**src/rtl/operand_b_stage.sv**
```systemverilog
// operand_b_stage
//   ALU operand-B stage between register read and the ALU. Resolves rs2
//   against the in-flight writers (lowest index wins). Raises a load-use stall
//   when the winning writer has no data yet. Selects operand B and registers
//   it, together with the forwarded store data, in a one-entry valid/ready
//   slot that supports flush. Also keeps a saturating count of stall cycles.
//
// Ports
//   clk, rst_n            clock (rising edge), asynchronous active-low reset
//   in_valid / in_ready   upstream handshake; in_ready ignores stall
//   rs2_addr, rs2_data    source register index and regfile read value
//   imm                   decoded immediate
//   select                00 RS2, 01 IMM, 10 ZERO, 11 FOUR
//   needs_rs2             instruction consumes rs2 (gates the hazard)
//   fwd_valid/busy/addr/data  forwarding entries, index 0 youngest
//   flush                 kills the held and the incoming instruction
//   out_valid / out_ready downstream handshake
//   alu_src_b, store_data registered operand B and forwarded rs2 value
//   stall                 combinational load-use hazard
//   stall_cnt             saturating count of hazard cycles
module operand_b_stage #(
    parameter int XLEN        = 32,
    parameter int NUM_FWD     = 2,
    parameter int REG_AW      = 5,
    parameter int STALL_CNT_W = 16
) (
    input  logic                      clk,
    input  logic                      rst_n,
    input  logic                      in_valid,
    output logic                      in_ready,
    input  logic [REG_AW-1:0]         rs2_addr,
    input  logic [XLEN-1:0]           rs2_data,
    input  logic [XLEN-1:0]           imm,
    input  logic [1:0]                select,
    input  logic                      needs_rs2,
    input  logic [NUM_FWD-1:0]        fwd_valid,
    input  logic [NUM_FWD-1:0]        fwd_busy,
    input  logic [NUM_FWD*REG_AW-1:0] fwd_addr,
    input  logic [NUM_FWD*XLEN-1:0]   fwd_data,
    input  logic                      flush,
    output logic                      out_valid,
    input  logic                      out_ready,
    output logic [XLEN-1:0]           alu_src_b,
    output logic [XLEN-1:0]           store_data,
    output logic                      stall,
    output logic [STALL_CNT_W-1:0]    stall_cnt
);

    localparam logic [1:0] SEL_RS2  = 2'b00;
    localparam logic [1:0] SEL_IMM  = 2'b01;
    localparam logic [1:0] SEL_ZERO = 2'b10;

    function automatic logic [STALL_CNT_W-1:0] sat_inc(input logic [STALL_CNT_W-1:0] v);
        if (&v) return v;
        return v + {{(STALL_CNT_W-1){1'b0}}, 1'b1};
    endfunction

    logic [XLEN-1:0]        rs2_fwd;
    logic                   hit_busy;
    logic [XLEN-1:0]        operand;
    logic                   accept;
    logic                   vld_p1;
    logic [XLEN-1:0]        alu_src_b_p1;
    logic [XLEN-1:0]        store_data_p1;
    logic [STALL_CNT_W-1:0] stall_cnt_p1;

    // ---- stage 0: bypass resolution, hazard detect, operand select ----
    // Walk from oldest to youngest so the lowest matching index is the last
    // assignment and therefore wins; its busy bit is the only one that counts.
    always_comb begin
        rs2_fwd  = rs2_data;
        hit_busy = 1'b0;
        for (int i = NUM_FWD - 1; i >= 0; i--) begin
            if (fwd_valid[i] && (fwd_addr[i*REG_AW +: REG_AW] == rs2_addr)) begin
                rs2_fwd  = fwd_data[i*XLEN +: XLEN];
                hit_busy = fwd_busy[i];
            end
        end
        if (rs2_addr == '0) begin
            rs2_fwd  = '0;
            hit_busy = 1'b0;
        end
    end

    always_comb begin
        case (select)
            SEL_RS2:  operand = rs2_fwd;
            SEL_IMM:  operand = imm;
            SEL_ZERO: operand = '0;
            default:  operand = {{(XLEN-3){1'b0}}, 3'b100};
        endcase
    end

    assign stall    = in_valid && needs_rs2 && hit_busy;
    assign in_ready = !vld_p1 || out_ready;
    assign accept   = in_valid && in_ready && !stall && !flush;

    // ---- stage 1: output register slot ----
    always_ff @(posedge clk or negedge rst_n) begin
        if (!rst_n) begin
            vld_p1 <= 1'b0;
        end else if (flush) begin
            vld_p1 <= 1'b0;
        end else if (accept) begin
            vld_p1 <= 1'b1;
        end else if (out_ready) begin
            vld_p1 <= 1'b0;
        end
    end

    always_ff @(posedge clk or negedge rst_n) begin
        if (!rst_n) begin
            alu_src_b_p1  <= '0;
            store_data_p1 <= '0;
        end else if (accept) begin
            alu_src_b_p1  <= operand;
            store_data_p1 <= rs2_fwd;
        end
    end

    always_ff @(posedge clk or negedge rst_n) begin
        if (!rst_n) begin
            stall_cnt_p1 <= '0;
        end else if (stall && !flush) begin
            stall_cnt_p1 <= sat_inc(stall_cnt_p1);
        end
    end

    assign out_valid  = vld_p1;
    assign alu_src_b  = alu_src_b_p1;
    assign store_data = store_data_p1;
    assign stall_cnt  = stall_cnt_p1;

endmodule

```
**config.mk**
```make
export PLATFORM = sky130hd
export DESIGN_NAME = operand_b_stage
export DESIGN_NICKNAME = d
export VERILOG_FILES = /design/src/rtl/operand_b_stage.sv
export SDC_FILE = /design/constraint.sdc
export NUM_CORES = 1
export LEC_CHECK = 0
export ABC_AREA = 1
export CORE_UTILIZATION = 45
export DETAILED_ROUTE_END_ITERATION = 8
export PLACE_DENSITY = 0.87
export SLEW_MARGIN = 30
export SYNTH_ARGS = -nofsm -noshare
export SYNTH_HDL_FRONTEND = slang
export SYNTH_SLANG_ARGS = --single-unit
```
**constraint.sdc**
```tcl
create_clock -name clk -period 4.6 [get_ports clk]
set_clock_uncertainty 0.05 [all_clocks]
set_input_delay 0.46 -clock clk [delete_from_list [all_inputs] [get_ports clk]]
set_output_delay 0.46 -clock clk [all_outputs]
set_load 0.02 [all_outputs]
```
; ---- Word level (Yosys, flattened, before mapping)
; Cells that the tools add are included.
[totals]
elab_cells = 40
reg_bits = 81
output_inout_bits = 83
input_bits = 155
[op_classes]
muxes = 13
addsub = 1
reduce_logical = 17
n_eq_ne = 5
[ops]
columns = cell, n
row1 = 32-bit two-way mux, 3
row2 = 32-bit case mux with 3 select lines, 1
row3 = "16-bit by 1-bit adder with 16-bit output, second input constant", 1
row4 = 16-bit two-way mux, 1
row5 = 16-bit AND reduction, 1
row6 = 5-bit equality test, 2
row7 = 1-bit logical AND, 8
row8 = 1-bit two-way mux, 8
row9 = 5-bit zero test, 1
row10 = 1-bit zero test, 3
row11 = 3-bit nonzero test, 1
row12 = "2-bit by 1-bit equality test with 1-bit output, second input constant", 1
row13 = "2-bit equality test, second input constant", 1
row14 = 2-bit zero test, 1
row15 = "2-bit inequality test, second input constant", 1
row16 = 2-bit AND reduction, 1
row17 = 1-bit logical OR, 1

; ---- Depth between registers and ports, before layout
[depth]
ltp_word = 11
depth_mapped = 14
ltp_nobuf = 14

; ---- Worst setup path before layout
; OpenSTA, ideal clock, no wires.
[synth_timing]
path_type = register -> register
startpoint = reg stall_cnt_p1[0], in the netlist stall_cnt[0]
endpoint = reg stall_cnt_p1[13], in the netlist stall_cnt[13]
setup_time_ns = 0.122
path_buffers = 0
required_ns = 4.428
period_less_slack_ns = 1.955
arrival_time_ns = 1.784
slack_ns = 2.645
path_stages_with_launch = 9
path_cell_list = dfrtp_1 ha_1 nand3_1 nor2_1 nand2_1 nor4_4 inv_1 nand3_1 nand2_1
[synth_via]
elab_chain_cells = 5
elab_cells_between_ends = 7
cone_classes = add/sub (1) / eq/ne (1) / mux (3) / reduce/logical (2)
[synth_rtl]
columns = item, line
row1 = start: declaration, 65  ; logic [STALL_CNT_W-1:0] stall_cnt_p1;
row2 = start signal: assignment, 125  ; stall_cnt_p1 <= sat_inc(stall_cnt_p1);
row3 = "parallel branches: the longest is 5 deep, another holds 16-bit by 1-bit adder with 16-bit output", -
; Parallel ways; which one is timed is not known. The select of a mux whose other input is x is not followed.
; A chain may end at the register's enable or synchronous reset.

; ---- Final worst setup path
[layout_timing]
startpoint = in rs2_addr[3]
endpoint = out stall
[layout_via]
elab_chain_cells = 6
elab_cells_between_ends = 9
cone_classes = eq/ne (2) / mux (3) / reduce/logical (4)
[layout_rtl]
columns = item, line
row1 = start: declaration, 31  ; input logic [REG_AW-1:0] rs2_addr,
row2 = 5-bit equality test, 74  ; if (fwd_valid[i] && (fwd_addr[i*REG_AW +: REG_AW] == rs2_addr)) begin
row3 = 1-bit logical AND, 74
row4 = 1-bit two-way mux (2 in a row), 74
row5 = 1-bit two-way mux (*), 79  ; if (rs2_addr == '0) begin
row6 = 1-bit logical AND (*), 94  ; assign stall = in_valid && needs_rs2 && hit_busy;
row7 = end: declaration, 45  ; output logic stall,
; Every way passes the cells marked *; elsewhere a longest branch is shown, timed or not.

==> results.json <==
{
  "worstSetupStartpoint": "rs2_addr[3]",
  "netlist_instances": 764,
  "filler_cell_count": 857,
  "hpwl_um": 12000,
  "die_x_um": 107,
  "min_period_ns": 3.54,
  "post-route-util_pct": 71.9,
  "max_freq_ghz": 0.282,
  "tns_ns": 0,
  "cts_buffers": 9,
  "setup_violations": 0,
  "drc_errors": 0,
  "rr_startpoint": "stall_cnt[0]$_DFFE_PN0P_",
  "synth_ff_type": "dfrtp_1",
  "cts.sinks": 81,
  "area_growth_pct": 52.8,
  "yosysMostFrequentCell": "nand2_1",
  "hp-class": "input port to asynchronous set/reset pin",
  "initial_core_util_pct": 47.1,
  "synth_seq_cells": 81,
  "yosysWarningCount": 0,
  "p_leak_nw": 3.72,
  "cts-root-buf": "clkbuf_8",
  "async_flop_share_pct": 100,
  "cap_violations": 0,
  "dr.pass1.iters": 5,
  "start_kind": "input port",
  "grt_pass1_wl_um": 25400,
  "max_slew_margin_pct": 51.1,
  "cts_setup_buffers": 0,
  "grt_pass1_vias": 5130,
  "yosys.area.top_type_share_pct": 41.0,
  "cp.required_ns": 4.09,
  "slew_violations": 0,
  "power_density_nw_per_um2": 284,
  "die_h_um": 107,
  "endpoint": "stall",
  "core_um2": 10500,
  "avgSynthCellArea_um2": 6.47,
  "viasPerCell": 5.04,
  "insertion_delay_ns": 0.35,
  "antenna_cells": 0,
  "holdWs_ns": 0.0838,
  "num_rows": 37,
  "synth_top_cell_by_area": "dfrtp_1",
  "wl_per_cell_um": 14.5,
  "reg2reg_depth": 8,
  "track_usage_pct": 28.8,
  "final_cell_count_no_fill": 1123,
  "antenna_left": 0,
  "seq_area_frac_synth_pct": 41.0,
  "clk_pin_slew_ns": 0.08,
  "synth_nets": 920,
  "tightest_slew_ns": 0.734,
  "cp.arrival_ns": 3.03,
  "hold_buffers": 0,
  "cts_resized": 0,
  "reg2reg_to": "stall_cnt[13]$_DFFE_PN0P_",
  "vdd_drop_max_uv": 143,
  "overflow": 0,
  "worstSetupPathType": "input port to output pin",
  "htreeDepth": 3,
  "r2r_slack_ns": 2.38,
  "fin_nets": 1138,
  "endpoint_kind": "output pin",
  "netlist_top_cells_area": "dfrtp_1 (41%), nand2_1 (27%), nand3_1 (8.6%)",
  "antenna_found_initial": 0,
  "netlist-cell-type-count": 26,
  "dieArea_um2": 11400,
  "ioPinCount": 238,
  "synthTopCellsByCount": "nand2_1 (361), nor2_1 (87), nand3_1 (85)",
  "syn_area_um2": 4940,
  "rsz0062_at_grt": "no",
  "fin_crit_sh_pct": 77.0,
  "place.detailed.instances": 1107,
  "drt_iter0_drc": 253,
  "cp_max_fo": 31,
  "place.port_buffers": 237,
  "vias": 5664,
  "synth_edf_count": 0,
  "grt_max_degree": 82,
  "outcome": "completed",
  "clock_tree.buffer_depth": 2,
  "tritoncts": "built",
  "place_congestion": 0.902,
  "drive_gt1_share_pct": 4.05,
  "drt-total-wl_um": 16300,
  "final-hold-violation-count": 0
}
-- routing by layer --
layer | up-vias | track usage (%) | wire, um
met5 | - | 0 | 0
met3 | 29 | 6.08 | 1320
li1 | 2825 | - | -
met2 | 239 | 49.4 | 7960
met1 | 2571 | 35.1 | 6500
met4 | 0 | 12.0 | 468
-- registers in the layout (all words and copies together), names as in the netlist --
register / count
alu_src_b: 32
store_data: 32
stall_cnt: 16
out_valid: 1
-- how the worst min path moves through the flow --
stage          slack (ns)  cells after the start                        end                 startpoint
3_3_place_gp         0.41                      2  alu_src_b[16]$_DFFE_PN0P_  alu_src_b[16]$_DFFE_PN0P_
3_5_place_dp         0.41                      2  alu_src_b[16]$_DFFE_PN0P_  alu_src_b[16]$_DFFE_PN0P_
6_report             0.08                      1   stall_cnt[7]$_DFFE_PN0P_                      rst_n
2_1_floorplan        0.11                      0   alu_src_b[0]$_DFFE_PN0P_                      rst_n
4_1_cts              0.11                      1   stall_cnt[7]$_DFFE_PN0P_                      rst_n
5_1_grt              0.14                      1   stall_cnt[7]$_DFFE_PN0P_                      rst_n
-- power by group --
group          internal, mW  switching, mW  total [mW]
Combinational         0.366          0.376       0.742
Sequential            0.810         0.0656       0.876
Clock                 0.264          0.260       0.524
-- metrics by stage --
stage	cell area, um2	setup WS (ns)	power (mW)
floorplan	4940	2.64	1.21
global placement	7350	1.14	1.62
detailed placement	7360	1.02	1.63
CTS	7550	1.05	2.16
global route	7550	0.905	2.25
finish	7550	1.06	2.14
-- logic make-up (layout without fill, tap and decap cells) --
| family | after synthesis | after routing | share of synthesized area (%) |
|---|---|---|---|
| buffers and inverters | 77 | 300 | 6.88 |
| AND/OR/NAND/NOR | 559 | 559 | 46.5 |
| adder cells (fa/ha/maj) | 1 | 1 | 0.253 |
| XOR/XNOR | 6 | 6 | 1.06 |
| AO/OA/AOI/OAI | 40 | 40 | 4.30 |
| flip-flops | 81 | 81 | 41.0 |
-- cells in the final DEF (no fill, tap or decap) --
master / n
o21bai_1: 5
buf_6: 1
o21ai_0: 34
buf_4: 6
nor3b_1: 1
nand2_2: 2
nor4_1: 1
nand3_4: 1
nor2_4: 1
nand2_1: 361
nor2_1: 85
bufinv_16: 1
nand3_1: 84
nand4_1: 5
inv_1: 34
clkbuf_1: 1
inv_2: 7
clkdlybuf4s50_1: 236
nor3_1: 8
o21ai_1: 1
nor4_4: 1
clkbuf_8: 10
nand3_2: 2
ha_1: 1
dfrtp_1: 81
clkinv_2: 2
nand3b_1: 3
clkinvlp_4: 2
xor2_1: 6
nor2_2: 4
-- final cells by class --
| type | count | area, um2 | area share [%] |
|---|---|---|---|
| timing repair buffer | 243 | 2420 | 32.0 |
| clock inverter | 5 | 55.1 | 0.729 |
| clock buffer | 11 | 141 | 1.87 |
| multi-input combinational | 606 | 2590 | 34.3 |
| inverter | 41 | 154 | 2.04 |
| sequential | 81 | 2030 | 26.8 |
| tap | 136 | 170 | 2.25 |
-- worst max-delay path, cell delays in order --
cell	delay [ns]
clkdlybuf4s50_1	0.53
inv_1	0.09
nand2_1	0.07
nand2_1	0.05
nor2_1	0.19
nand3_2	0.55
nand2_2	0.29
nand2_2	0.10
inv_1	0.09
clkdlybuf4s50_1	0.61
Power figures use the tool's default switching activity.
